## src/rtl/lcd_spi_pkg.sv

```systemverilog
`default_nettype none
// ============================================================================
// Module      : lcd_spi_pkg
// Description : Shared types and constants for the PCD8544 SPI scheduler.
// Revision    : 1.0 - initial release
// ============================================================================
package lcd_spi_pkg;

    localparam logic [1:0] IDLE  = 2'd0;
    localparam logic [1:0] SEND  = 2'd1;
    localparam logic [1:0] HOLD  = 2'd2;
    localparam logic [1:0] DRAIN = 2'd3;

    // PCD8544 command bytes used by the init sequencer and drawer
    localparam logic [7:0] FUNC_EXT    = 8'h21;
    localparam logic [7:0] VOP         = 8'h90;
    localparam logic [7:0] FUNC_BASIC  = 8'h20;
    localparam logic [7:0] DISP_NORMAL = 8'h0C;
    localparam logic [7:0] SET_X       = 8'h80;
    localparam logic [7:0] SET_Y       = 8'h40;
    localparam int         FB_BYTES    = 504;

    typedef struct packed {
        logic [7:0] data;
        logic       dc;
        logic       last;
    } beat_t;

    function automatic beat_t pick_beat(input logic [1:0] sel, input beat_t b0, input beat_t b1);
        return sel[1] ? b1 : b0;
    endfunction

endpackage
`default_nettype wire

```

## src/rtl/lcd_spi_scheduler_arb.sv

```systemverilog
`default_nettype none
// ============================================================================
// Module      : arb_rr2
// Description : Two-input round-robin / fixed-priority one-hot picker.
// Revision    : 1.0 - initial release
// ============================================================================
module arb_rr2 (
    input  logic [1:0] req_i,
    input  logic       last_served_i,
    input  logic       rr_mode_i,
    output logic [1:0] win_o
);

    always_comb begin
        win_o = req_i;
        // On a tie, round-robin favours whoever was not served last
        if (req_i == 2'b11) begin
            win_o = (rr_mode_i && !last_served_i) ? 2'b10 : 2'b01;
        end
    end

endmodule
`default_nettype wire

```

## src/rtl/lcd_spi_scheduler.sv

```systemverilog
`default_nettype none
// ============================================================================
// Module      : lcd_spi_scheduler
// Description : Burst-locked arbiter sharing one spi_master between two LCD
//               byte-stream requesters, with a SEND watchdog.
// Revision    : 1.0 - initial release
// ============================================================================
module lcd_spi_scheduler
    import lcd_spi_pkg::*;
#(
    parameter logic [15:0] DIV_FACTOR = 16'd25000,
    parameter logic [23:0] TIMEOUT    = 24'd1000000,
    parameter logic        RR_MODE    = 1'b1
) (
    input  logic        clk_i,
    input  logic        rst_ni,
    input  logic        r0_valid_i,
    input  logic [7:0]  r0_data_i,
    input  logic        r0_dc_i,
    input  logic        r0_last_i,
    output logic        r0_ready_o,
    input  logic        r1_valid_i,
    input  logic [7:0]  r1_data_i,
    input  logic        r1_dc_i,
    input  logic        r1_last_i,
    output logic        r1_ready_o,
    output logic [7:0]  spi_data_o,
    output logic        spi_comm_o,
    output logic        spi_start_o,
    output logic [15:0] spi_div_o,
    input  logic        spi_avail_i,
    input  logic        spi_busy_i,
    output logic [1:0]  grant_o,
    output logic        idle_o,
    output logic        timeout_err_o
);

    logic [1:0]  state_q, state_d;
    logic [7:0]  data_q, data_d;
    logic        comm_q, comm_d;
    logic        start_q, start_d;
    logic [1:0]  grant_q, grant_d;
    logic        last_flag_q, last_flag_d;
    logic        last_served_q, last_served_d;
    logic [23:0] wdog_q, wdog_d;
    logic        terr_q, terr_d;

    logic [1:0]  w_req;
    logic [1:0]  w_win;
    logic [1:0]  w_ready;
    beat_t       w_beat0;
    beat_t       w_beat1;
    beat_t       w_load_beat;

    assign w_req       = {r1_valid_i, r0_valid_i};
    assign w_beat0     = {r0_data_i, r0_dc_i, r0_last_i};
    assign w_beat1     = {r1_data_i, r1_dc_i, r1_last_i};
    assign w_load_beat = pick_beat(w_ready, w_beat0, w_beat1);

    arb_rr2 u_arb (
        .req_i         (w_req),
        .last_served_i (last_served_q),
        .rr_mode_i     (RR_MODE),
        .win_o         (w_win)
    );

    always_ff @(posedge clk_i or negedge rst_ni) begin
        if (!rst_ni) begin
            state_q       <= IDLE;
            data_q        <= 8'h00;
            comm_q        <= 1'b0;
            start_q       <= 1'b0;
            grant_q       <= 2'b00;
            last_flag_q   <= 1'b0;
            last_served_q <= 1'b1;
            wdog_q        <= 24'd0;
            terr_q        <= 1'b0;
        end else begin
            state_q       <= state_d;
            data_q        <= data_d;
            comm_q        <= comm_d;
            start_q       <= start_d;
            grant_q       <= grant_d;
            last_flag_q   <= last_flag_d;
            last_served_q <= last_served_d;
            wdog_q        <= wdog_d;
            terr_q        <= terr_d;
        end
    end

    always_comb begin
        state_d       = state_q;
        data_d        = data_q;
        comm_d        = comm_q;
        start_d       = start_q;
        grant_d       = grant_q;
        last_flag_d   = last_flag_q;
        last_served_d = last_served_q;
        wdog_d        = wdog_q;
        terr_d        = terr_q;

        case (state_q)
            IDLE: begin
                if (|w_ready) begin
                    data_d        = w_load_beat.data;
                    comm_d        = w_load_beat.dc;
                    last_flag_d   = w_load_beat.last;
                    grant_d       = w_ready;
                    last_served_d = w_ready[1];
                    start_d       = 1'b1;
                    wdog_d        = 24'd0;
                    state_d       = SEND;
                end
            end
            SEND: begin
                if (spi_avail_i) begin
                    wdog_d = 24'd0;
                    if (last_flag_q) begin
                        start_d = 1'b0;
                        state_d = DRAIN;
                    end else if (|w_ready) begin
                        data_d      = w_load_beat.data;
                        comm_d      = w_load_beat.dc;
                        last_flag_d = w_load_beat.last;
                    end else begin
                        start_d = 1'b0;
                        state_d = HOLD;
                    end
                end else if (wdog_q == TIMEOUT - 24'd1) begin
                    // Stalled transfer: drop the byte and release the bus
                    terr_d  = 1'b1;
                    start_d = 1'b0;
                    wdog_d  = 24'd0;
                    state_d = DRAIN;
                end else begin
                    wdog_d = wdog_q + 24'd1;
                end
            end
            HOLD: begin
                if (|w_ready) begin
                    data_d      = w_load_beat.data;
                    comm_d      = w_load_beat.dc;
                    last_flag_d = w_load_beat.last;
                    start_d     = 1'b1;
                    wdog_d      = 24'd0;
                    state_d     = SEND;
                end
            end
            DRAIN: begin
                if (!spi_busy_i) begin
                    grant_d = 2'b00;
                    wdog_d  = 24'd0;
                    state_d = IDLE;
                end
            end
            default: begin
                state_d = IDLE;
            end
        endcase
    end

    always_comb begin
        w_ready = 2'b00;
        case (state_q)
            IDLE:    w_ready = w_win;
            SEND:    if (spi_avail_i && !last_flag_q) w_ready = grant_q & w_req;
            HOLD:    w_ready = grant_q & w_req;
            default: w_ready = 2'b00;
        endcase
    end

    assign r0_ready_o    = w_ready[0] & rst_ni;
    assign r1_ready_o    = w_ready[1] & rst_ni;
    assign idle_o        = (state_q == IDLE);
    assign spi_data_o    = data_q;
    assign spi_comm_o    = comm_q;
    assign spi_start_o   = start_q;
    assign spi_div_o     = DIV_FACTOR;
    assign grant_o       = grant_q;
    assign timeout_err_o = terr_q;

endmodule
`default_nettype wire

```

## config.mk

```make
export PLATFORM = sky130hd
export DESIGN_NAME = lcd_spi_scheduler
export DESIGN_NICKNAME = d
export VERILOG_FILES = /design/src/rtl/lcd_spi_pkg.sv /design/src/rtl/lcd_spi_scheduler_arb.sv /design/src/rtl/lcd_spi_scheduler.sv
export SDC_FILE = /design/constraint.sdc
export NUM_CORES = 1
export LEC_CHECK = 0
export CAP_MARGIN = 0
export CORE_UTILIZATION = 51
export CTS_BUF_LIST = sky130_fd_sc_hd__clkbuf_4 sky130_fd_sc_hd__clkbuf_8
export CTS_CLUSTER_SIZE = 12
export DETAILED_ROUTE_END_ITERATION = 10
export PLACE_DENSITY = 0.81
export SYNTH_ARGS = -nofsm -noshare
export SYNTH_HDL_FRONTEND = slang
export SYNTH_HIERARCHICAL = 1
export SYNTH_SLANG_ARGS = --single-unit
```

## constraint.sdc

```tcl
create_clock -name clk_i -period 2.4 [get_ports clk_i]
set_clock_uncertainty 0.05 [all_clocks]
set_input_delay 0.36 -clock clk_i [delete_from_list [all_inputs] [get_ports clk_i]]
set_output_delay 0.36 -clock clk_i [all_outputs]
set_load 0.05 [all_outputs]
```

After elaboration in Yosys (flattened, before gate mapping)
Index checks and enable logic that the tools add are counted.
- word-level logic and storage cells: 79
- flip-flop bits (word level): 41
- equal/unequal tests: 12
- reductions and logical operators: 15
- add/subtract/negate cells: 1
- muxes and demuxes: 38
- bitwise logic cells: 4
- operators with widths (operator ; number):
    $mux W24 ; 4
    $pmux W24 S3 ; 1
    $add A24 B1 Y24 const B ; 1
    $eq A24 B20 Y1 const B ; 1
    $mux W8 ; 3
    $mux W2 ; 10
    $pmux W8 S2 ; 1
    $mux W1 ; 12
    $pmux W2 S3 ; 2
    $reduce_and A3 Y1 ; 4
    $mux W10 ; 1
    $reduce_and A4 Y1 ; 2
    $eq A2 B2 Y1 const B ; 3
    $ne A2 B2 Y1 const B ; 3
    $pmux W1 S2 ; 3
    $ne A2 B1 Y1 const B ; 2
    $ne A4 B4 Y1 const B ; 1
    $pmux W2 S2 ; 1
    $reduce_and A2 Y1 ; 2
    $reduce_bool A2 Y1 ; 2
    $reduce_or A2 Y1 ; 2
    $ne A3 B3 Y1 const B ; 1
    $and A1 B1 Y1 ; 2
    $and A2 B2 Y2 ; 1
    5 further kinds ; 5

Depth between registers and ports, before layout
- depth after elaboration: 9
- mapped depth: 8

Modules after synthesis
Netlist, hierarchy kept.
- by module, submodules not included (module ; instances ; area each (µm²) ; cells each):
    lcd_spi_scheduler ; 1 ; 2351.0 ; 253
    arb_rr2 ; 1 ; 30.0 ; 4

Least setup slack after synthesis
OpenSTA, ideal clock, no wires.
- path type: register to output
- start point: register last_served_q
- end point: output port r1_ready_o
- cell stages (with the launch flop): 7
- data arrival time: 1.938 ns
- buffers on the path: 1
- required time: 1.990 ns
- slack: 0.052 ns
- path through: dfstp_2 nor2b_4 o21a_1 or3b_2 o211ai_1 clkbuf_1 and2_1
- cells in the longest elaborated chain, start to end: 4
- ends and longest elaborated chain (element ; line ; RTL):
    from (decl) ; lcd_spi_scheduler.sv:44 ; logic last_served_q, last_served_d;
    from (signal assigned) ; lcd_spi_scheduler.sv:85 ; last_served_q <= last_served_d;
    $mux W2 ; lcd_spi_scheduler_arb.sv:18 ; win_o = (rr_mode_i && !last_served_i) ? 2'b10 : 2'b01;
    $mux W2 ; lcd_spi_scheduler_arb.sv:17 ; if (req_i == 2'b11) begin
    net w_win[1] ; lcd_spi_scheduler.sv:49 ; logic [1:0] w_win;
    $pmux W2 S3 ; lcd_spi_scheduler.sv:164 ; case (state_q)
    $and A1 B1 Y1 ; lcd_spi_scheduler.sv:173 ; assign r1_ready_o = w_ready[1] & rst_ni;
    to (decl) ; lcd_spi_scheduler.sv:26 ; output logic r1_ready_o,
The timed path passes the listed nets, and every way through them passes these cells.

Worst setup path after layout
- start point: register state_q[1]
- end point: output port idle_o
- cells in the longest elaborated chain, start to end: 1
- ends and longest elaborated chain (element ; line ; RTL):
    from (decl) ; lcd_spi_scheduler.sv:38 ; logic [1:0] state_q, state_d;
    from (signal assigned) ; lcd_spi_scheduler.sv:79 ; state_q <= state_d;
    $logic_not A2 Y1 ; lcd_spi_scheduler.sv:174 ; assign idle_o = (state_q == IDLE);
    to (decl) ; lcd_spi_scheduler.sv:34 ; output logic idle_o,
No other way between the ends.

==> metrics.txt <==
CP required=1990 ps; detailed-route DRC error count=0; post-DP HPWL=about 4 mm; Num CTS Buffers=5; worst hold path class=in -> async; hold-fix buffers at CTS=0; Antenna Nets Post-Route=0; WP data arrival=1910 ps; IO buf count=41; Synth Warn #=6; Max FO, Critical Path=16; syn_area_per_cell=~9.3 um2; clk buf depth=2; ys flop type=dfrtp_1; relative slew slack=63.8%; Synth Instances=257; commonest non-fill, non-tap cell in the layout=dfrtp_1; Synth cell types=53; slowest CP cell=clkdlybuf4s50_1; Top Ports=58; crit end category=primary output; first-pass GRT wire length=roughly 9 mm; setup slack, reg-to-reg=210 ps; CP cell instances=nor2_1 -> clkdlybuf4s50_1; Max VDD drop=0.000835 V; Period minus WS final=approximately 2300 ps; Async SR Flop Fraction=100%; fin. max-slew vios=0; Die W=70.3 um; clk_lat worst skew=290 ps; Vias per Instance=5.64; Inserted Diodes=0; clock root buffer=clkbuf_8; status=finished clean; Cell Area, Synth=2380 um2; area grow syn2layout=28.1%; initial antenna violation count=0; final hold violation count=0; EDFF count, synth=0; Die Height=70.3 um; clk sinks=between 40 and 50; Initial DRT Pass Iterations=4; actual slew at the worst max-slew pin=541 ps; fmax=431 MHz; pin count of the biggest net entering global routing=42; number of nets in the layout=roughly 340; register area share after synthesis=43.1%; endpoints failing setup=0; Max-Cap Viols=0; RSZ-0062 raised after global routing=no; Final Non-Filler Cells=364; final worst-path cycle share=96.7%; Via Count=2,054; routed len/inst=14.9 um; Worst-path clk slew=80 ps; Pleak=roughly 1.3 nW; vias in the first global route=about 2,000; layout cell share with drive strength beyond 1=13.5%; crit path kind=reg -> out; total grt overflow=0; Final Util=between 60% and 70%; First DRT Iteration DRCs=189; commonest non-fill, non-tap cells in the layout=dfrtp_1, clkdlybuf4s50_1, nand2_1; Total Die Area=4950 um2; WL final=roughly 5.4 mm; core area=4410 um2; Tot GR Track Use=23.4%; FP Rows=24; CTS tree=done; nature of the critical path startpoint=register; Yosys reg bits=41; Initial Util=53.9%; H-Tree Depth=2; Final GP Congestion=0.818; placed insts=354; Max stage delay on crit path=840 ps; pwr dens=~1100 nW/um2
-- synth_stat cells, drive strengths merged, types with 2 or more instances --
| cell | count | area, um2 |
|---|---|---|
| o21a | 2 | 15.0 |
| dfrtp | 40 | 1000 |
| and4 | 2 | 17.5 |
| conb | 2 | 7.51 |
| nor2 | 21 | 86.3 |
| xnor2 | 12 | 105 |
| a22o | 2 | 17.5 |
| nor4b | 2 | 17.5 |
| and2 | 3 | 21.3 |
| nand2 | 27 | 101 |
| nor2b | 4 | 32.5 |
| o31ai | 3 | 22.5 |
| nor4 | 10 | 68.8 |
| inv | 4 | 15.0 |
| a21oi | 8 | 40.0 |
| or3b | 2 | 17.5 |
| and3 | 3 | 18.8 |
| a22oi | 3 | 22.5 |
| a21o | 2 | 15.0 |
| a31oi | 3 | 18.8 |
| mux2i | 9 | 90.1 |
| a221oi | 2 | 23.8 |
| nand4 | 5 | 31.3 |
| nor3 | 8 | 40.0 |
| nand4b | 2 | 17.5 |
| o211ai | 4 | 30.0 |
| o21ai | 15 | 75.1 |
| nand2b | 3 | 18.8 |
| clkbuf | 7 | 26.3 |
| xor2 | 3 | 26.3 |
| nand3 | 9 | 45.0 |
| buf | 20 | 143 |
-- worst paths after layout --
path / startpoint / end / depth (start not counted)
worst min-delay path: rst_ni / wdog_q[3] / 2
min in group clk_i: timeout_err_o / timeout_err_o / 1
worst min register to register: timeout_err_o / timeout_err_o / 1
max in group asynchronous: rst_ni / last_served_q / 2
worst max register to register: last_served_q / wdog_q[12] / 10
worst max-delay path: state_q[1] / idle_o / 2
-- stage by stage --
stage                     power [W]  setup TNS [ps]  worst slack, ps  hold WS, ps  cell area (um2)
after global routing        0.00343               0             35.8          195             3050
final                       0.00324               0             79.3          146             3050
after floorplan             0.00211               0             52.2         14.4             2440
after detailed placement    0.00278            -442             -112          400             2930
after global placement      0.00274           -15.2            -15.2          390             2930
after CTS                   0.00324               0             3.34          145             3040
-- worst max-delay path: cells and delay by family, from the launching register on --
kind	cells	cell delay, ps
and+or+nand+nor	1	220
DFF	1	560
buffers and inverters	1	840
-- logic make-up (layout without fill, tap and decap cells) --
| family | after synthesis | count (layout) | synth area share, % |
|---|---|---|---|
| other cells | 2 | 17 | 0.315 |
| flops | 41 | 41 | 43.1 |
| mux | 9 | 9 | 3.78 |
| xor+xnor | 15 | 15 | 5.52 |
| compound gates | 51 | 51 | 14.4 |
| simple gates | 107 | 107 | 24.6 |
| buf+inv | 31 | 71 | 7.72 |
| fa+ha+maj | 1 | 1 | 0.525 |
-- cell type report --
class                           count  area [um2]
Sequential cell                    41        1030
Timing Repair Buffer               59         609
Clock buffer                        6        76.3
Multi-Input combinational cell    200        1250
Inverter                            4        15.0
Clock inverter                      2        10.0
Tap cell                           52        65.1
Fill cell                         353        1360
-- routing by layer --
| layer | GRT usage (%) | part of all wire (%) |
|---|---|---|
| met3 | 4.04 | 3.5 |
| met2 | 39.6 | 51 |
| met5 | 0 | 0 |
| met4 | 10.9 | 2.1 |
| met1 | 28.9 | 43 |
-- sequential cells by signal, indices dropped and copies added, names as in the netlist --
register	cells
grant_o	2
timeout_err_o	1
last_flag_q	1
last_served_q	1
spi_start_o	1
wdog_q	24
state_q	2
spi_data_o	8
spi_comm_o	1
-- timing repair --
item,CTS,global route
pin swaps,5,3
resized for setup,6,2
buffers inserted,1,1
endpoints found under the setup margin,2,2
-- power breakdown --
| group | switching (W) | internal [W] | total, W |
|---|---|---|---|
| Combinational | 0.00104 | 0.000730 | 0.00177 |
| Clock | 0.000225 | 0.000213 | 0.000438 |
| Sequential | 0.000179 | 0.000850 | 0.00103 |
| Total | 0.00145 | 0.00179 | 0.00324 |
(Power assumes the default switching activity.)
